[config.mk]
export PLATFORM = sky130hd
export DESIGN_NAME = axi_slave_fifo_param_flat
export DESIGN_NICKNAME = d
export VERILOG_FILES = /design/src/rtl/axi_slave_fifo_param_if.sv /design/src/rtl/axi_slave_fifo_param.sv /design/src/flat_wrapper.sv
export SDC_FILE = /design/constraint.sdc
export NUM_CORES = 1
export LEC_CHECK = 0
export CORE_ASPECT_RATIO = 1.75
export CORE_MARGIN = 2
export CORE_UTILIZATION = 50
export CTS_BUF_LIST = sky130_fd_sc_hd__clkbuf_16
export DETAILED_ROUTE_END_ITERATION = 6
export HOLD_SLACK_MARGIN = 0.03
export PLACE_DENSITY = 0.86
export RECOVER_POWER = 50
export REMOVE_ABC_BUFFERS = 1
export SLEW_MARGIN = 40
export SYNTH_ARGS = -nofsm -noshare
export SYNTH_HDL_FRONTEND = slang
export SYNTH_SLANG_ARGS = --single-unit
[constraint.sdc]
create_clock -name ACLK -period 3.4 [get_ports ACLK]
set_input_delay 0.85 -clock ACLK [delete_from_list [all_inputs] [get_ports ACLK]]
set_output_delay 0.85 -clock ACLK [all_outputs]
set_load 0.05 [all_outputs]
[src/rtl/axi_slave_fifo_param_if.sv]
// AXI3 bus bundle between the fabric master and axi_slave_fifo_param.
// The slave modport is what the FIFO front-end sees; master drives the fabric side.
interface axi_slave_fifo_param_if #(
  parameter int DATA_W = 32,
  parameter int ADDR_W = 32,
  parameter int ID_W   = 4,
  parameter int LEN_W  = 4
);
  localparam int STRB_W = DATA_W / 8;

  logic [ID_W-1:0]   AWID;
  logic [ADDR_W-1:0] AWADDR;
  logic [LEN_W-1:0]  AWLEN;
  logic [2:0]        AWSIZE;
  logic [1:0]        AWBURST;
  logic              AWVALID, AWREADY;

  logic [ID_W-1:0]   WID;
  logic [DATA_W-1:0] WDATA;
  logic [STRB_W-1:0] WSTRB;
  logic              WLAST, WVALID, WREADY;

  logic [ID_W-1:0]   BID;
  logic [1:0]        BRESP;
  logic              BVALID, BREADY;

  logic [ID_W-1:0]   ARID;
  logic [ADDR_W-1:0] ARADDR;
  logic [LEN_W-1:0]  ARLEN;
  logic [2:0]        ARSIZE;
  logic [1:0]        ARBURST;
  logic              ARVALID, ARREADY;

  logic [ID_W-1:0]   RID;
  logic [DATA_W-1:0] RDATA;
  logic [1:0]        RRESP;
  logic              RLAST, RVALID, RREADY;

  modport slave (
    input  AWID, AWADDR, AWLEN, AWSIZE, AWBURST, AWVALID,
    output AWREADY,
    input  WID, WDATA, WSTRB, WLAST, WVALID,
    output WREADY,
    output BID, BRESP, BVALID,
    input  BREADY,
    input  ARID, ARADDR, ARLEN, ARSIZE, ARBURST, ARVALID,
    output ARREADY,
    output RID, RDATA, RRESP, RLAST, RVALID,
    input  RREADY
  );

  modport master (
    output AWID, AWADDR, AWLEN, AWSIZE, AWBURST, AWVALID,
    input  AWREADY,
    output WID, WDATA, WSTRB, WLAST, WVALID,
    input  WREADY,
    input  BID, BRESP, BVALID,
    output BREADY,
    output ARID, ARADDR, ARLEN, ARSIZE, ARBURST, ARVALID,
    input  ARREADY,
    input  RID, RDATA, RRESP, RLAST, RVALID,
    output RREADY
  );
endinterface

[src/rtl/axi_slave_fifo_param.sv]
// AXI3 slave front-end: write bursts land in an RX FIFO (data+strobe), read bursts
// drain a TX FIFO filled by the local component. Read and write paths are independent.

module axi_slave_fifo_param_fifo #(
  parameter int W     = 8,
  parameter int DEPTH = 4,
  localparam int AW   = $clog2(DEPTH),
  localparam int CW   = AW + 1
) (
  input  logic          clk,
  input  logic          rst_n,
  input  logic          push_i,
  input  logic          pop_i,
  input  logic [W-1:0]  din_i,
  output logic [W-1:0]  dout_o,
  output logic [CW-1:0] cnt_o
);
  logic [DEPTH-1:0][W-1:0] mem_q;
  logic [AW-1:0]           wptr_q, rptr_q;
  logic [CW-1:0]           cnt_q;
  logic                    do_push, do_pop;

  // A push at full is only taken when a real pop frees the slot in the same cycle.
  assign do_pop  = pop_i && (cnt_q != '0);
  assign do_push = push_i && ((cnt_q != CW'(DEPTH)) || do_pop);

  always_ff @(posedge clk or negedge rst_n) begin
    if (!rst_n) begin
      wptr_q <= '0;
      rptr_q <= '0;
      cnt_q  <= '0;
    end else begin
      if (do_push) wptr_q <= wptr_q + AW'(1);
      if (do_pop)  rptr_q <= rptr_q + AW'(1);
      case ({do_push, do_pop})
        2'b10:   cnt_q <= cnt_q + CW'(1);
        2'b01:   cnt_q <= cnt_q - CW'(1);
        default: cnt_q <= cnt_q;
      endcase
    end
  end

  always_ff @(posedge clk) begin
    if (do_push) mem_q[wptr_q] <= din_i;
  end

  assign dout_o = mem_q[rptr_q];
  assign cnt_o  = cnt_q;
endmodule

module axi_slave_fifo_param #(
  parameter int DATA_W   = 32,
  parameter int ADDR_W   = 32,
  parameter int ID_W     = 4,
  parameter int LEN_W    = 4,
  parameter int RX_DEPTH = 4,
  parameter int TX_DEPTH = 4,
  localparam int STRB_W  = DATA_W / 8,
  localparam int RX_CW   = $clog2(RX_DEPTH) + 1,
  localparam int TX_CW   = $clog2(TX_DEPTH) + 1
) (
  input  logic                ACLK,
  input  logic                ARESETn,
  axi_slave_fifo_param_if.slave s_axi,
  output logic [ID_W-1:0]     SLAVE_AWID,
  output logic [ADDR_W-1:0]   SLAVE_WADDRREG,
  output logic [LEN_W-1:0]    SLAVE_AWLEN,
  output logic [2:0]          SLAVE_AWSIZE,
  output logic [1:0]          SLAVE_AWBURST,
  output logic                IssueWrite,
  input  logic                Got_IssueWrite,
  output logic [DATA_W-1:0]   SLAVE_WDATAREG,
  output logic [STRB_W-1:0]   SLAVE_WSTRB,
  output logic                SLAVE_WVALID,
  input  logic                S_INPUT_RE,
  output logic [ID_W-1:0]     SLAVE_ARID,
  output logic [ADDR_W-1:0]   SLAVE_RADDRREG,
  output logic [LEN_W-1:0]    SLAVE_ARLEN,
  output logic [2:0]          SLAVE_ARSIZE,
  output logic [1:0]          SLAVE_ARBURST,
  output logic                IssueRead,
  input  logic                Got_IssueRead,
  input  logic [DATA_W-1:0]   SLAVE_RDATAREG,
  input  logic                S_INPUT_WE,
  output logic                SLAVE_RFULL,
  input  logic                STOP_WREQ,
  output logic [RX_CW-1:0]    RX_COUNT,
  output logic [TX_CW-1:0]    TX_COUNT
);
  localparam int BW = LEN_W + 1;

  typedef struct packed {
    logic [ID_W-1:0]   id;
    logic [ADDR_W-1:0] addr;
    logic [LEN_W-1:0]  len;
    logic [2:0]        size;
    logic [1:0]        burst;
  } ctl_t;

  typedef enum logic [1:0] {W_IDLE, W_ISSUE, W_DATA, W_RESP} wr_st_e;
  typedef enum logic       {R_IDLE, R_DATA}                  rd_st_e;

  // ---------------- write path ----------------
  wr_st_e            wr_st_q, wr_st_d;
  ctl_t              aw_q, aw_d;
  logic              awready_q, awready_d;
  logic              issuew_q, issuew_d;
  logic [BW-1:0]     beat_q, beat_d;
  logic              werr_q, werr_d;
  logic              bvalid_q, bvalid_d;
  logic [ID_W-1:0]   bid_q, bid_d;
  logic [1:0]        bresp_q, bresp_d;

  logic [RX_CW-1:0]         rx_cnt;
  logic [STRB_W+DATA_W-1:0] rx_head;
  logic                     wready, w_acc, rx_push, beat_err;
  logic [BW-1:0]            awlen_x;

  assign awlen_x = {1'b0, aw_q.len};
  assign wready  = (wr_st_q == W_DATA) && (rx_cnt != RX_CW'(RX_DEPTH));
  assign w_acc   = s_axi.WVALID && wready;
  // Overlong bursts are drained from the bus but never reach the component.
  assign rx_push = w_acc && (beat_q <= awlen_x);
  assign beat_err = (s_axi.WLAST && (beat_q != awlen_x)) ||
                    (!s_axi.WLAST && (beat_q == awlen_x));

  always_comb begin
    wr_st_d   = wr_st_q;
    aw_d      = aw_q;
    awready_d = 1'b0;
    issuew_d  = issuew_q;
    beat_d    = beat_q;
    werr_d    = werr_q;
    bvalid_d  = bvalid_q;
    bid_d     = bid_q;
    bresp_d   = bresp_q;
    case (wr_st_q)
      W_IDLE: if (s_axi.AWVALID && !STOP_WREQ) begin
        aw_d      = '{id: s_axi.AWID, addr: s_axi.AWADDR, len: s_axi.AWLEN,
                      size: s_axi.AWSIZE, burst: s_axi.AWBURST};
        awready_d = 1'b1;
        issuew_d  = 1'b1;
        wr_st_d   = W_ISSUE;
      end
      W_ISSUE: if (Got_IssueWrite) begin
        issuew_d = 1'b0;
        beat_d   = '0;
        werr_d   = 1'b0;
        wr_st_d  = W_DATA;
      end
      W_DATA: if (w_acc) begin
        if (beat_q != '1) beat_d = beat_q + BW'(1);
        werr_d = werr_q | beat_err;
        if (s_axi.WLAST) begin
          bvalid_d = 1'b1;
          bid_d    = s_axi.WID;
          bresp_d  = (werr_q | beat_err) ? 2'b10 : 2'b00;
          wr_st_d  = W_RESP;
        end
      end
      W_RESP: if (s_axi.BREADY) begin
        bvalid_d = 1'b0;
        bresp_d  = 2'b00;
        wr_st_d  = W_IDLE;
      end
      default: wr_st_d = W_IDLE;
    endcase
  end

  always_ff @(posedge ACLK or negedge ARESETn) begin
    if (!ARESETn) begin
      wr_st_q   <= W_IDLE;
      aw_q      <= '0;
      awready_q <= 1'b0;
      issuew_q  <= 1'b0;
      beat_q    <= '0;
      werr_q    <= 1'b0;
      bvalid_q  <= 1'b0;
      bid_q     <= '0;
      bresp_q   <= '0;
    end else begin
      wr_st_q   <= wr_st_d;
      aw_q      <= aw_d;
      awready_q <= awready_d;
      issuew_q  <= issuew_d;
      beat_q    <= beat_d;
      werr_q    <= werr_d;
      bvalid_q  <= bvalid_d;
      bid_q     <= bid_d;
      bresp_q   <= bresp_d;
    end
  end

  axi_slave_fifo_param_fifo #(.W(STRB_W + DATA_W), .DEPTH(RX_DEPTH)) u_rx (
    .clk    (ACLK),
    .rst_n  (ARESETn),
    .push_i (rx_push),
    .pop_i  (S_INPUT_RE),
    .din_i  ({s_axi.WSTRB, s_axi.WDATA}),
    .dout_o (rx_head),
    .cnt_o  (rx_cnt)
  );

  // ---------------- read path ----------------
  rd_st_e            rd_st_q, rd_st_d;
  ctl_t              ar_q, ar_d;
  logic              arready_q, arready_d;
  logic              issuer_q, issuer_d;
  logic [BW-1:0]     rem_q, rem_d;

  logic [TX_CW-1:0]  tx_cnt;
  logic [DATA_W-1:0] tx_head;
  logic              rvalid, tx_pop;

  assign rvalid = (rd_st_q == R_DATA) && (tx_cnt != '0);
  assign tx_pop = rvalid && s_axi.RREADY;

  always_comb begin
    rd_st_d   = rd_st_q;
    ar_d      = ar_q;
    arready_d = 1'b0;
    issuer_d  = issuer_q;
    rem_d     = rem_q;
    if (Got_IssueRead) issuer_d = 1'b0;
    case (rd_st_q)
      R_IDLE: if (s_axi.ARVALID && !STOP_WREQ) begin
        ar_d      = '{id: s_axi.ARID, addr: s_axi.ARADDR, len: s_axi.ARLEN,
                      size: s_axi.ARSIZE, burst: s_axi.ARBURST};
        arready_d = 1'b1;
        issuer_d  = 1'b1;
        rem_d     = {1'b0, s_axi.ARLEN} + BW'(1);
        rd_st_d   = R_DATA;
      end
      R_DATA: if (tx_pop) begin
        rem_d = rem_q - BW'(1);
        if (rem_q == BW'(1)) rd_st_d = R_IDLE;
      end
      default: rd_st_d = R_IDLE;
    endcase
  end

  always_ff @(posedge ACLK or negedge ARESETn) begin
    if (!ARESETn) begin
      rd_st_q   <= R_IDLE;
      ar_q      <= '0;
      arready_q <= 1'b0;
      issuer_q  <= 1'b0;
      rem_q     <= '0;
    end else begin
      rd_st_q   <= rd_st_d;
      ar_q      <= ar_d;
      arready_q <= arready_d;
      issuer_q  <= issuer_d;
      rem_q     <= rem_d;
    end
  end

  axi_slave_fifo_param_fifo #(.W(DATA_W), .DEPTH(TX_DEPTH)) u_tx (
    .clk    (ACLK),
    .rst_n  (ARESETn),
    .push_i (S_INPUT_WE),
    .pop_i  (tx_pop),
    .din_i  (SLAVE_RDATAREG),
    .dout_o (tx_head),
    .cnt_o  (tx_cnt)
  );

  // ---------------- outputs ----------------
  assign s_axi.AWREADY = awready_q;
  assign s_axi.WREADY  = wready;
  assign s_axi.BVALID  = bvalid_q;
  assign s_axi.BID     = bid_q;
  assign s_axi.BRESP   = bresp_q;
  assign s_axi.ARREADY = arready_q;
  assign s_axi.RVALID  = rvalid;
  // FIFO storage is not reset, so heads are masked until an entry is valid.
  assign s_axi.RDATA   = rvalid ? tx_head : '0;
  assign s_axi.RID     = ar_q.id;
  assign s_axi.RRESP   = 2'b00;
  assign s_axi.RLAST   = (rd_st_q == R_DATA) && (rem_q == BW'(1));

  assign SLAVE_AWID     = aw_q.id;
  assign SLAVE_WADDRREG = aw_q.addr;
  assign SLAVE_AWLEN    = aw_q.len;
  assign SLAVE_AWSIZE   = aw_q.size;
  assign SLAVE_AWBURST  = aw_q.burst;
  assign IssueWrite     = issuew_q;
  assign SLAVE_WVALID   = (rx_cnt != '0);
  assign SLAVE_WDATAREG = SLAVE_WVALID ? rx_head[DATA_W-1:0] : '0;
  assign SLAVE_WSTRB    = SLAVE_WVALID ? rx_head[STRB_W+DATA_W-1:DATA_W] : '0;
  assign RX_COUNT       = rx_cnt;

  assign SLAVE_ARID     = ar_q.id;
  assign SLAVE_RADDRREG = ar_q.addr;
  assign SLAVE_ARLEN    = ar_q.len;
  assign SLAVE_ARSIZE   = ar_q.size;
  assign SLAVE_ARBURST  = ar_q.burst;
  assign IssueRead      = issuer_q;
  assign SLAVE_RFULL    = (tx_cnt == TX_CW'(TX_DEPTH));
  assign TX_COUNT       = tx_cnt;
endmodule

[src/flat_wrapper.sv]
// flat-port wrapper written by rule: the top's interface ports become plain ports
module axi_slave_fifo_param_flat 
#(
  parameter int DATA_W   = 32,
  parameter int ADDR_W   = 32,
  parameter int ID_W     = 4,
  parameter int LEN_W    = 4,
  parameter int RX_DEPTH = 4,
  parameter int TX_DEPTH = 4,
  localparam int STRB_W  = DATA_W / 8,
  localparam int RX_CW   = $clog2(RX_DEPTH) + 1,
  localparam int TX_CW   = $clog2(TX_DEPTH) + 1
)
  (ACLK, ARESETn, SLAVE_AWID, SLAVE_WADDRREG, SLAVE_AWLEN, SLAVE_AWSIZE, SLAVE_AWBURST, IssueWrite, Got_IssueWrite, SLAVE_WDATAREG, SLAVE_WSTRB, SLAVE_WVALID, S_INPUT_RE, SLAVE_ARID, SLAVE_RADDRREG, SLAVE_ARLEN, SLAVE_ARSIZE, SLAVE_ARBURST, IssueRead, Got_IssueRead, SLAVE_RDATAREG, S_INPUT_WE, SLAVE_RFULL, STOP_WREQ, RX_COUNT, TX_COUNT, s_axi_AWID, s_axi_AWADDR, s_axi_AWLEN, s_axi_AWSIZE, s_axi_AWBURST, s_axi_AWVALID, s_axi_AWREADY, s_axi_WID, s_axi_WDATA, s_axi_WSTRB, s_axi_WLAST, s_axi_WVALID, s_axi_WREADY, s_axi_BID, s_axi_BRESP, s_axi_BVALID, s_axi_BREADY, s_axi_ARID, s_axi_ARADDR, s_axi_ARLEN, s_axi_ARSIZE, s_axi_ARBURST, s_axi_ARVALID, s_axi_ARREADY, s_axi_RID, s_axi_RDATA, s_axi_RRESP, s_axi_RLAST, s_axi_RVALID, s_axi_RREADY);
  axi_slave_fifo_param_if #(.DATA_W(DATA_W), .ADDR_W(ADDR_W), .ID_W(ID_W), .LEN_W(LEN_W)) s_axi_i ();
  input  logic ACLK;
  input  logic ARESETn;
  output logic [ID_W-1:0] SLAVE_AWID;
  output logic [ADDR_W-1:0] SLAVE_WADDRREG;
  output logic [LEN_W-1:0] SLAVE_AWLEN;
  output logic [2:0] SLAVE_AWSIZE;
  output logic [1:0] SLAVE_AWBURST;
  output logic IssueWrite;
  input  logic Got_IssueWrite;
  output logic [DATA_W-1:0] SLAVE_WDATAREG;
  output logic [STRB_W-1:0] SLAVE_WSTRB;
  output logic SLAVE_WVALID;
  input  logic S_INPUT_RE;
  output logic [ID_W-1:0] SLAVE_ARID;
  output logic [ADDR_W-1:0] SLAVE_RADDRREG;
  output logic [LEN_W-1:0] SLAVE_ARLEN;
  output logic [2:0] SLAVE_ARSIZE;
  output logic [1:0] SLAVE_ARBURST;
  output logic IssueRead;
  input  logic Got_IssueRead;
  input  logic [DATA_W-1:0] SLAVE_RDATAREG;
  input  logic S_INPUT_WE;
  output logic SLAVE_RFULL;
  input  logic STOP_WREQ;
  output logic [RX_CW-1:0] RX_COUNT;
  output logic [TX_CW-1:0] TX_COUNT;
  input wire logic [$bits(s_axi_i.AWID)-1:0] s_axi_AWID;
  input wire logic [$bits(s_axi_i.AWADDR)-1:0] s_axi_AWADDR;
  input wire logic [$bits(s_axi_i.AWLEN)-1:0] s_axi_AWLEN;
  input wire logic [$bits(s_axi_i.AWSIZE)-1:0] s_axi_AWSIZE;
  input wire logic [$bits(s_axi_i.AWBURST)-1:0] s_axi_AWBURST;
  input wire logic [$bits(s_axi_i.AWVALID)-1:0] s_axi_AWVALID;
  output wire logic [$bits(s_axi_i.AWREADY)-1:0] s_axi_AWREADY;
  input wire logic [$bits(s_axi_i.WID)-1:0] s_axi_WID;
  input wire logic [$bits(s_axi_i.WDATA)-1:0] s_axi_WDATA;
  input wire logic [$bits(s_axi_i.WSTRB)-1:0] s_axi_WSTRB;
  input wire logic [$bits(s_axi_i.WLAST)-1:0] s_axi_WLAST;
  input wire logic [$bits(s_axi_i.WVALID)-1:0] s_axi_WVALID;
  output wire logic [$bits(s_axi_i.WREADY)-1:0] s_axi_WREADY;
  output wire logic [$bits(s_axi_i.BID)-1:0] s_axi_BID;
  output wire logic [$bits(s_axi_i.BRESP)-1:0] s_axi_BRESP;
  output wire logic [$bits(s_axi_i.BVALID)-1:0] s_axi_BVALID;
  input wire logic [$bits(s_axi_i.BREADY)-1:0] s_axi_BREADY;
  input wire logic [$bits(s_axi_i.ARID)-1:0] s_axi_ARID;
  input wire logic [$bits(s_axi_i.ARADDR)-1:0] s_axi_ARADDR;
  input wire logic [$bits(s_axi_i.ARLEN)-1:0] s_axi_ARLEN;
  input wire logic [$bits(s_axi_i.ARSIZE)-1:0] s_axi_ARSIZE;
  input wire logic [$bits(s_axi_i.ARBURST)-1:0] s_axi_ARBURST;
  input wire logic [$bits(s_axi_i.ARVALID)-1:0] s_axi_ARVALID;
  output wire logic [$bits(s_axi_i.ARREADY)-1:0] s_axi_ARREADY;
  output wire logic [$bits(s_axi_i.RID)-1:0] s_axi_RID;
  output wire logic [$bits(s_axi_i.RDATA)-1:0] s_axi_RDATA;
  output wire logic [$bits(s_axi_i.RRESP)-1:0] s_axi_RRESP;
  output wire logic [$bits(s_axi_i.RLAST)-1:0] s_axi_RLAST;
  output wire logic [$bits(s_axi_i.RVALID)-1:0] s_axi_RVALID;
  input wire logic [$bits(s_axi_i.RREADY)-1:0] s_axi_RREADY;
  assign s_axi_i.AWID = s_axi_AWID;
  assign s_axi_i.AWADDR = s_axi_AWADDR;
  assign s_axi_i.AWLEN = s_axi_AWLEN;
  assign s_axi_i.AWSIZE = s_axi_AWSIZE;
  assign s_axi_i.AWBURST = s_axi_AWBURST;
  assign s_axi_i.AWVALID = s_axi_AWVALID;
  assign s_axi_AWREADY = s_axi_i.AWREADY;
  assign s_axi_i.WID = s_axi_WID;
  assign s_axi_i.WDATA = s_axi_WDATA;
  assign s_axi_i.WSTRB = s_axi_WSTRB;
  assign s_axi_i.WLAST = s_axi_WLAST;
  assign s_axi_i.WVALID = s_axi_WVALID;
  assign s_axi_WREADY = s_axi_i.WREADY;
  assign s_axi_BID = s_axi_i.BID;
  assign s_axi_BRESP = s_axi_i.BRESP;
  assign s_axi_BVALID = s_axi_i.BVALID;
  assign s_axi_i.BREADY = s_axi_BREADY;
  assign s_axi_i.ARID = s_axi_ARID;
  assign s_axi_i.ARADDR = s_axi_ARADDR;
  assign s_axi_i.ARLEN = s_axi_ARLEN;
  assign s_axi_i.ARSIZE = s_axi_ARSIZE;
  assign s_axi_i.ARBURST = s_axi_ARBURST;
  assign s_axi_i.ARVALID = s_axi_ARVALID;
  assign s_axi_ARREADY = s_axi_i.ARREADY;
  assign s_axi_RID = s_axi_i.RID;
  assign s_axi_RDATA = s_axi_i.RDATA;
  assign s_axi_RRESP = s_axi_i.RRESP;
  assign s_axi_RLAST = s_axi_i.RLAST;
  assign s_axi_RVALID = s_axi_i.RVALID;
  assign s_axi_i.RREADY = s_axi_RREADY;
  axi_slave_fifo_param #(.DATA_W(DATA_W), .ADDR_W(ADDR_W), .ID_W(ID_W), .LEN_W(LEN_W), .RX_DEPTH(RX_DEPTH), .TX_DEPTH(TX_DEPTH)) u_core (.ACLK(ACLK), .ARESETn(ARESETn), .s_axi(s_axi_i), .SLAVE_AWID(SLAVE_AWID), .SLAVE_WADDRREG(SLAVE_WADDRREG), .SLAVE_AWLEN(SLAVE_AWLEN), .SLAVE_AWSIZE(SLAVE_AWSIZE), .SLAVE_AWBURST(SLAVE_AWBURST), .IssueWrite(IssueWrite), .Got_IssueWrite(Got_IssueWrite), .SLAVE_WDATAREG(SLAVE_WDATAREG), .SLAVE_WSTRB(SLAVE_WSTRB), .SLAVE_WVALID(SLAVE_WVALID), .S_INPUT_RE(S_INPUT_RE), .SLAVE_ARID(SLAVE_ARID), .SLAVE_RADDRREG(SLAVE_RADDRREG), .SLAVE_ARLEN(SLAVE_ARLEN), .SLAVE_ARSIZE(SLAVE_ARSIZE), .SLAVE_ARBURST(SLAVE_ARBURST), .IssueRead(IssueRead), .Got_IssueRead(Got_IssueRead), .SLAVE_RDATAREG(SLAVE_RDATAREG), .S_INPUT_WE(S_INPUT_WE), .SLAVE_RFULL(SLAVE_RFULL), .STOP_WREQ(STOP_WREQ), .RX_COUNT(RX_COUNT), .TX_COUNT(TX_COUNT));
endmodule
[Yosys cells after proc, flatten, opt, wreduce, memory -nomap -nowiden]
Cells that the tools add are included.
Word-level totals
  register bits: 401
  bits of input ports: 175
  output and inout port bits: 186
Cells by class
  $add $sub $neg: 11
  order comparisons: 7
  eq/ne operators: 22
  mux-type cells: 51
  bitwise logic cells: 2
  reduce and logical (&&, ||, !) cells: 38
Operator list (count)
  $bwmux W144: 1
  $bwmux W128: 1
  $mux W32: 4
  $bmux W36 S2: 1
  $demux W36 S2: 1
  $mux W36: 2
  $bmux W32 S2: 1
  $demux W32 S2: 1
  $mux W5: 5
  $pmux W5 S2: 2
  $logic_and A1 B1 Y1: 16
  $mux W2: 8
  $mux W1: 15
  $lt A2 B3 Y1 const B: 4
  $pmux W3 S2: 2
  $ne A2 B2 Y1 const B: 5
  $reduce_bool A2 Y1: 5
  $reduce_and A3 Y1: 3
  $add A2 B1 Y2 const B: 4
  $eq A2 B2 Y1 const B: 4
  $pmux W1 S2: 4
  $pmux W2 S4: 1
  $reduce_and A4 Y1: 2
  $add A3 B1 Y3 const B: 2
  24 further kinds: 37

[Depth between registers and ports, before layout]
Gate-level depths: netlist of the first run.
  word-level depth: 8
  mapped depth: 12

[Cells and area by module]
A second synthesis of the first run with hierarchy kept.
Unflattened totals
  cells, all modules: 962
  area total of the unflattened synthesis: 16061.7 um^2
Modules (own cells, without submodules)
  axi_slave_fifo_param_fifo (u_core.u_rx): instances 1, cells each 224, area each 5620.4 um^2, seq. area each 4499.3 um^2
  axi_slave_fifo_param: instances 1, cells each 534, area each 5400.2 um^2, seq. area each 2852.7 um^2
  axi_slave_fifo_param_fifo (u_core.u_tx): instances 1, cells each 204, area each 5041.1 um^2, seq. area each 4018.9 um^2

[Worst setup path after synthesis of the first run]
No wires, ideal clock.
  path type: register to register
  from: register u_core.aw_q (netlist bit u_core.SLAVE_AWLEN[3])
  to: register u_core.u_rx.mem_q[100] (netlist bit), enable pin
  arrival: 2.797 ns
  slack: 0.207 ns
  cell stages (with the launch flop): 7
  path buffers: 0
  path through: dfrtp_1 > inv_1 > ha_1 > nand3_1 > or3b_4 > a211oi_4 > and2_1
On the way
  cells in the longest elaborated chain, start to end: 3
Ends and longest elaborated chain
  from (decl): line axi_slave_fifo_param.sv:105  | ctl_t aw_q, aw_d;
  from (signal assigned): line axi_slave_fifo_param.sv:183  | aw_q <= aw_d;
  $le A5 B4 Y1: line axi_slave_fifo_param.sv:123  | assign rx_push = w_acc && (beat_q <= awlen_x);
  $logic_and A1 B1 Y1: line axi_slave_fifo_param.sv:123
  $logic_and A1 B1 Y1: line axi_slave_fifo_param.sv:25  | assign do_push = push_i && ((cnt_q != CW'(DEPTH)) || do_pop);
  to (signal, indexed assignment): line axi_slave_fifo_param.sv:44  | if (do_push) mem_q[wptr_q] <= din_i;
  to (decl): line axi_slave_fifo_param.sv:18  | logic [DEPTH-1:0][W-1:0] mem_q;
No other way between the ends.
A chain may end at the register's enable or synchronous reset.

[Worst setup path in the final report of the first run]
  from: register u_core.u_rx.cnt_q[1], in the netlist u_core.u_rx.cnt_o[1]
  to: output port SLAVE_WDATAREG[19]
On the way
  cells in the longest elaborated chain, start to end: 2
Ends and longest elaborated chain
  from (decl): line axi_slave_fifo_param.sv:20  | logic [CW-1:0] cnt_q;
  from (signal assigned): line axi_slave_fifo_param.sv:36  | 2'b10: cnt_q <= cnt_q + CW'(1);
  from (signal assigned): line axi_slave_fifo_param.sv:37  | 2'b01: cnt_q <= cnt_q - CW'(1);
  from (signal assigned): line axi_slave_fifo_param.sv:38  | default: cnt_q <= cnt_q;
  $reduce_bool A3 Y1: line axi_slave_fifo_param.sv:288  | assign SLAVE_WVALID = (rx_cnt != '0);
  $mux W32: line axi_slave_fifo_param.sv:289  | assign SLAVE_WDATAREG = SLAVE_WVALID ? rx_head[DATA_W-1:0] : '0;
  to (decl): line flat_wrapper.sv:25  | output logic [DATA_W-1:0] SLAVE_WDATAREG;
No other way between the ends.

==> key figures, run 1 <==
Status
  • Status: complete, but fails checks
  • Violated checks: capacitance limit, slew limit

Global routing
  • Initial antenna violation count: 8
  • Grt ovf: 0
  • Global-route wire length before repair: 56700 microns
  • Largest net degree at the start of global routing: 52
  • Total Routing Usage GR: 0.218
  • Vias in the first global route: 10300

Clock tree
  • Clock Sinks: 400
  • Root buf cell: clkbuf_16
  • Clk buf depth: 3
  • Clock network latency to the later pin of the worst-skew pair: 0.52 ns
  • Clk slew on worst S/H paths: ~0.07 ns
  • # Post-CTS Setup Buffers: 0
  • Clock tree from TritonCTS: yes
  • H-tree levels: 2
  • Cts bufs inserted: 34

Final layout
  • Nets@finish: ~1500
  • Layout cells sized above 1: 0.197
  • Post-Layout Cell Count: ~1800
  • Layout area overhead: 36.3%
  • Finished Core Util: 0.692
  • Fill cell count: 1981

Synthesis
  • Post-Syn Instances: between 900 and 1000
  • Async set-or-reset flop fraction in the synthesized netlist: 0.320
  • #FFs+latches synth: 400
  • Top cells by area, synth: edfxtp_1 (51%), dfrtp_1 (20%), mux4_2 (9.6%), nand2_1 (3.6%), mux2_2 (3.4%)
  • Sequential element share of the synthesized area: 0.710
  • Top cell type's share of synthesized area: 0.510
  • Post-synth EDFFs: between 200 and 300
  • Yosys cell types: 54
  • Syn_area_per_cell: 16.6 sq um
  • Ys flop type: edfxtp_1
  • Post-Syn Area: 16000 sq um
  • Ys Warns: 0
  • Most frequent cell after synthesis: edfxtp_1
  • Synth top cells by count: edfxtp_1 (272), nand2_1 (152), dfrtp_1 (128), mux4_2 (68), mux2_2 (49)
  • Yosys top cell by area: edfxtp_1

Die
  • Die footprint: around 34000 sq um
  • Die W: roughly 140 microns
  • Starting Density: 0.508
  • Core area: 31500 sq um
  • Io pins: 361
  • FP Rows: 86
  • Die H: ~240 microns

Critical path
  • Critical path startpoint category: flop
  • CP Launch Point: u_core.u_rx.cnt_o[1]$_DFFE_PN0P_
  • Crit Reg-Reg Startpoint: u_core.u_tx.cnt_o[1]$_DFFE_PN0P_
  • CP top delay family: simple AND/OR/NAND/NOR gates
  • RR Endpoint: u_core.u_tx.cnt_o[2]$_DFFE_PN0P_
  • Critical path cell sequence: or3_1, buf_4, and2_1, buf_12
  • R2R Setup Slk: around 0.36 ns
  • Crit Path Category: flop to primary output
  • Critical Path Max Stage Delay: approximately 0.70 ns
  • Worst-path maximum fanout: 21
  • Worst Setup End Kind: primary output
  • Worst Setup EP: SLAVE_WDATAREG[19]
  • R2R cell count: 9
  • Buf+Inv Stages, Crit Path: 2
  • Critical-path top delay cell: or3_1
  • CP required: between 2 and 3 ns
  • CP Data Arrival Time: around 2.4 ns
  • Cell count along the critical path: 4

STA
  • RSZ-0062 raised after global routing: false
  • Achievable Freq: ~310 MHz
  • Rel. slew slack: -0.00820
  • Final setup TNS: 0 ns
  • Setup Skew: 0.0173 ns
  • Slew Viols, Final: 34
  • Period utilization: 0.955
  • Min Tclk post-route: roughly 3.2 ns
  • Final hold violations: 0
  • Hold slack: 0.474 ns
  • Worst Tran Pin Value: ~1.5 ns
  • Final Setup Violations: 0

Placed design
  • Placed cells: 1695
  • Placer Congestion: approximately 0.77
  • IO buf count: between 300 and 400
  • Post-DP HPWL: 25000 microns

Job
  • Max-Cap Viols: 1

Drt
  • DRC Markers: 0
  • Via/cell ratio: between 5 and 6
  • Total Routed Length: between 30000 and 40000 microns
  • Antenna viol nets, final: 0
  • Drt wl/cell: approximately 21 microns
  • Initial DRT Pass Iterations: 5
  • Initial DRC count: just under 500
  • Via count: roughly 9600

Worst hold path
  • Worst hold stages: 2
  • Type of the worst min-delay path: flop to flop

Power and ir drop
  • Power Density: about 1100 nW/um^2
  • Peak VDD IR: around 0.94 mV
  • P_leak: ~8.3 nW
state kept, by name, indices dropped and copies added (netlist names), 4 cells and up:
signal / cells
u_core.SLAVE_ARID: 4
u_core.SLAVE_RADDRREG: 32
u_core.SLAVE_AWLEN: 4
u_core.SLAVE_AWID: 4
u_core.u_rx.mem_q: 144
u_core.beat_q: 5
u_core.u_tx.mem_q: 128
u_core.s_axi.BID: 4
u_core.rem_q: 5
u_core.SLAVE_ARLEN: 4
u_core.SLAVE_WADDRREG: 32
power breakdown:
group / total, mW / leakage [nW] / internal [mW] / switching [mW]
registers: 7.17 / 4.03 / 6.48 / 0.690
clock network: 3.72 / 0.519 / 2.04 / 1.68
logic: 13.7 / 3.72 / 5.70 / 7.96
timing repair:
| action | in CTS | in global routing |
|---|---|---|
| hold endpoints to repair | 0 | 0 |
| hold buffers | 0 | 0 |
| resized for setup | 0 | 1 |
| endpoints found under the setup margin | 0 | 11 |
worst min-delay path by stage:
stage	startpoint	endpoint
final	u_core.SLAVE_RADDRREG[3]$_DFFE_PN0P_	u_core.SLAVE_RADDRREG[3]$_DFFE_PN0P_
after global routing	u_core.SLAVE_ARBURST[1]$_DFFE_PN0P_	u_core.SLAVE_ARBURST[1]$_DFFE_PN0P_
after CTS	ARESETn	u_core.wr_st_q[1]$_DFFE_PN0P_
after detailed placement	u_core.SLAVE_RADDRREG[3]$_DFFE_PN0P_	u_core.SLAVE_RADDRREG[3]$_DFFE_PN0P_
after global placement	u_core.SLAVE_RADDRREG[21]$_DFFE_PN0P_	u_core.SLAVE_RADDRREG[21]$_DFFE_PN0P_
after floorplan	u_core.werr_q$_DFFE_PN0P_	u_core.werr_q$_DFFE_PN0P_
per-stage QoR:
step	instance area (sq um)	total power, mW	setup WS, ns
floorplan	15700	15.0	-0.800
global placement	20800	20.8	0.509
CTS	21900	24.8	0.00252
detailed placement	20800	21.0	0.419
finish	21800	24.5	0.153
global route	21800	25.5	0.0791
final cells by class:
cell class / instances / area [sq um] / area share
flip-flops and latches: 400 / 11400 / 0.521
clock buffers: 37 / 926 / 0.0424
inverters: 30 / 113 / 0.00516
multi-input cells: 486 / 4240 / 0.195
clock inverters: 22 / 135 / 0.00619
repair buffers: 383 / 4510 / 0.207
well taps: 396 / 495 / 0.0227
diodes: 5 / 12.5 / 0.000574
cell families after synthesis:
group	count (synthesis)	synth area share
other	1	0.000234
adder cells (fa/ha/maj)	25	0.0205
flip-flops	400	0.710
XOR/XNOR	15	0.00821
AND/OR/NAND/NOR	275	0.0831
AO/OA/AOI/OAI	48	0.0210
multiplexers	120	0.132
buffers and inverters	82	0.0242
worst min-delay path: cells and delay by family (launching register included):
| kind | cells | cell delay [ns] |
|---|---|---|
| flip-flops | 1 | 0.34 |
| AND/OR/NAND/NOR | 2 | 0.10 |
routing by layer:
metal,part of all wire,up-vias,global-route usage
met5,0.00035,-,0
met4,0.029,2,0.0768
met3,0.057,60,0.0379
met2,0.57,374,0.415
met1,0.35,4863,0.245
li1,-,4259,-
layout by cell type, fill, tap and decap left out, drive strengths merged, types with 4 or more instances in the layout:
cell and instances:
buf 91, nand3 8, ha 23, and2 47, nor2b 34, diode 5
clkdlybuf4s50 216, mux2 50, clkinvlp 5, inv 34, edfxtp 272, nand2 152
nor2 12, clkinv 12, dlygate4sd3 71, mux4 68, a21oi 9, o21ai 18
dfrtp 128, nor4 4, xnor2 8, clkbuf 41, xor2 7
Power figures use the tool's default switching activity.
==> run 2: changes to the inputs <==
Settings changed: CTS_CLUSTER_DIAMETER set to 200.
==> results of run 2 <==
No change in the layout: final DEF, timing and power equal those of run 1.
==> run 3: changes to the inputs <==
Settings changed: CORE_UTILIZATION 50 to 46, HOLD_SLACK_MARGIN 0.03 to 0.1, PLACE_DENSITY 0.86 to 0.84.
Clock period 3.4 ns to 2.91 ns, I/O delays scaled along.
==> run 3 against run 2 <==
- clock power increased by 29%
- setup slack worse by 0.099 ns
- final cell count grew 4.5%
- highest routed layer unchanged
- critical path depth did not move
- hold slack about the same
- register-to-register slack got worse by 0.10 ns
- combinational power is 18% higher
- flip-flop and latch count stayed put
- wire length rose by 0.85%
- critical path type unchanged
- the flow still finishes with violations (capacitance limit, slew limit)
- non-clock buffer count is 10 higher
- global-route usage fell by 1.5 points
- count of clock-buffer cells in the layout fell by 2
==> key figures, run 3 (same netlist as run 1, synthesis figures left out) <==
Final layout
  • Finished Core Util: 0.646
  • Cell area after layout: approximately 22000 sq um
  • Largest Register: u_core.u_rx.mem_q
  • Layout area overhead: 38.5%
  • Fill cell count: 2302
  • Commonest non-fill, non-tap cell in the layout: edfxtp_1
  • Biggest regs: u_core.u_rx.mem_q (144), u_core.u_tx.mem_q (128)
  • Largest register FFs: between 100 and 150
  • Nets@finish: 1546
  • Layout cells sized above 1: 0.211
  • Most frequent cells in the layout: edfxtp_1 (272), clkdlybuf4s50_1 (213), nand2_1 (152)

STA
  • Period utilization: 0.981
  • Achievable Freq: about 350 MHz
  • Min Tclk post-route: around 2.9 ns
  • RSZ-0062 raised after global routing: true
  • Setup Skew: between 0.02 and 0.025 ns
  • Final hold violations: 0
  • Worst Tran Pin Value: approximately 1.8 ns
  • Slew Viols, Final: 36
  • Final Setup Violations: 0
  • Rel. slew slack: -0.196

Critical path
  • CP required: 2.18 ns
  • Critical path cell sequence: buf_12, mux4_2, and2_1, buf_12
  • Buf+Inv Stages, Crit Path: 2
  • Critical-path top delay cell: mux4_2
  • Critical Path Max Stage Delay: approximately 0.53 ns
  • Crit Path Category: flop to primary output
  • Critical path startpoint category: flop
  • Worst-path maximum fanout: 13
  • Crit-path most repeated cell: buf_12
  • CP top delay family: multiplexers
  • CP Data Arrival Time: 2.13 ns
  • Worst Setup End Kind: primary output

Clock tree
  • Cts bufs inserted: 35
  • H-tree levels: 2
  • Clk slew on worst S/H paths: ~0.070 ns
  • Clock tree from TritonCTS: yes
  • Root buf cell: clkbuf_16
  • Clock network latency to the later pin of the worst-skew pair: ~0.54 ns
  • Clock Sinks: 400
  • Clk buf depth: 3

Die
  • Starting Density: 0.466
  • Die footprint: 36400 sq um
  • FP Rows: 90
  • Io pins: about 360
  • Die W: 145 microns
  • Die H: about 250 microns
  • Core area: 34300 sq um

Drt
  • DRC Markers: 0
  • Initial DRT Pass Iterations: 5
  • Via/cell ratio: between 5 and 6
  • Total Routed Length: 37200 microns
  • Initial DRC count: between 500 and 600
  • Drt wl/cell: 20.2 microns
  • Via count: around 9500
  • Antenna viol nets, final: 0

Job
  • Max-Cap Viols: 1

Status
  • Violated checks: capacitance limit, slew limit
  • Status: complete, but fails checks

Global routing
  • Global-route wire length before repair: between 50000 and 60000 microns
  • Total Routing Usage GR: 0.203
  • Largest net degree at the start of global routing: 48
  • Initial antenna violation count: 10
  • Vias in the first global route: between 10000 and 15000
  • Grt ovf: 0

Power and ir drop
  • Power Density: between 1000 and 1500 nW/um^2
  • Peak VDD IR: 1.02 mV
  • P_leak: 8.40 nW

Placed design
  • Placer Congestion: 0.784
  • IO buf count: about 360
  • DP Area: between 20000 and 25000 sq um
  • Post-DP HPWL: between 20000 and 30000 microns

Worst hold path
  • Type of the worst min-delay path: flop to flop
-- run 3: cell types whose count changed in the layout (fill, tap and decap cells not counted), moves of 3 or more --
cell,before,now
clkbuf_1,0,7
nor2b_1,34,28
bufinv_16,1,6
nor2b_2,0,5
buf_12,74,78
clkinvlp_4,4,0
buf_6,0,3
clkdlybuf4s50_1,216,213
-- run 3: routing by layer --
metal / vias to the layer above / global-route usage / wire length (microns)
li1: 4293 / - / -
met1: 4796 / 0.224 / 13400
met2: 377 / 0.379 / 20400
met3: 75 / 0.0457 / 2220
met4: 4 / 0.0795 / 1220
met5: - / 0 / 30
-- run 3: power breakdown --
group	internal, mW	switching, mW	total (mW)
clock network	2.75	2.05	4.79
logic	6.81	9.35	16.2
registers	7.57	0.799	8.37
total	17.1	12.2	29.3
-- run 3: final timing paths --
path | start | cells after the start | end | slack [ns]
worst max register to register | u_core.beat_q[2]$_DFFE_PN0P_ | 9 | u_core.u_rx.cnt_o[1]$_DFFE_PN0P_ | 0.26
worst min register to register | u_core.SLAVE_RADDRREG[1]$_DFFE_PN0P_ | 2 | u_core.SLAVE_RADDRREG[1]$_DFFE_PN0P_ | 0.47
worst max-delay path | u_core.u_rx.rptr_q[0]$_DFFE_PN0P_ | 4 | SLAVE_WDATAREG[6] | 0.05
min in group asynchronous | ARESETn | 1 | u_core.SLAVE_RADDRREG[6]$_DFFE_PN0P_ | 0.66
worst min-delay path | u_core.SLAVE_RADDRREG[1]$_DFFE_PN0P_ | 2 | u_core.SLAVE_RADDRREG[1]$_DFFE_PN0P_ | 0.47
max in group asynchronous | ARESETn | 2 | u_core.u_tx.rptr_q[0]$_DFFE_PN0P_ | 0.59
-- run 3: through the flow --
step | power, mW | TNS [ns] | instances | hold slack, ns | worst slack [ns]
after floorplan | 17.6 | -90.37 | 916 | 0.432 | -1.17
after global placement | 24.3 | 0 | 1764 | 0.457 | 0.363
after detailed placement | 24.6 | 0 | 1764 | 0.462 | 0.293
after CTS | 29.5 | -0.0865 | 1830 | 0.134 | -0.0140
after global routing | 30.5 | -0.0163 | 1839 | 0.494 | -0.0125
final | 29.3 | 0 | 1839 | 0.475 | 0.0543
-- run 3: what timing repair did --
action,CTS,global route
cloned,0,1
setup buffers,3,1
hold buffers,0,0
pin swaps,0,0
resized for setup,9,7
setup endpoints to repair,41,34
hold endpoints to repair,0,0
-- run 3: area by class of cell --
| type | instances | area [sq um] | area share |
|---|---|---|---|
| Antenna cell | 7 | 17.5 | 0.000790 |
| Clock buffer | 35 | 876 | 0.0395 |
| Clock inverter | 28 | 297 | 0.0134 |
| Inverter | 30 | 113 | 0.00508 |
| Multi-Input combinational cell | 486 | 4290 | 0.193 |
| Sequential cell | 400 | 11400 | 0.513 |
| Tap cell | 460 | 576 | 0.0260 |
| Timing Repair Buffer | 393 | 4630 | 0.209 |
-- run 3: tightest hold or removal path: stages, from the launching register on --
cell,delay (ns)
dfrtp_1,0.34
nand2_1,0.05
nand2_1,0.05
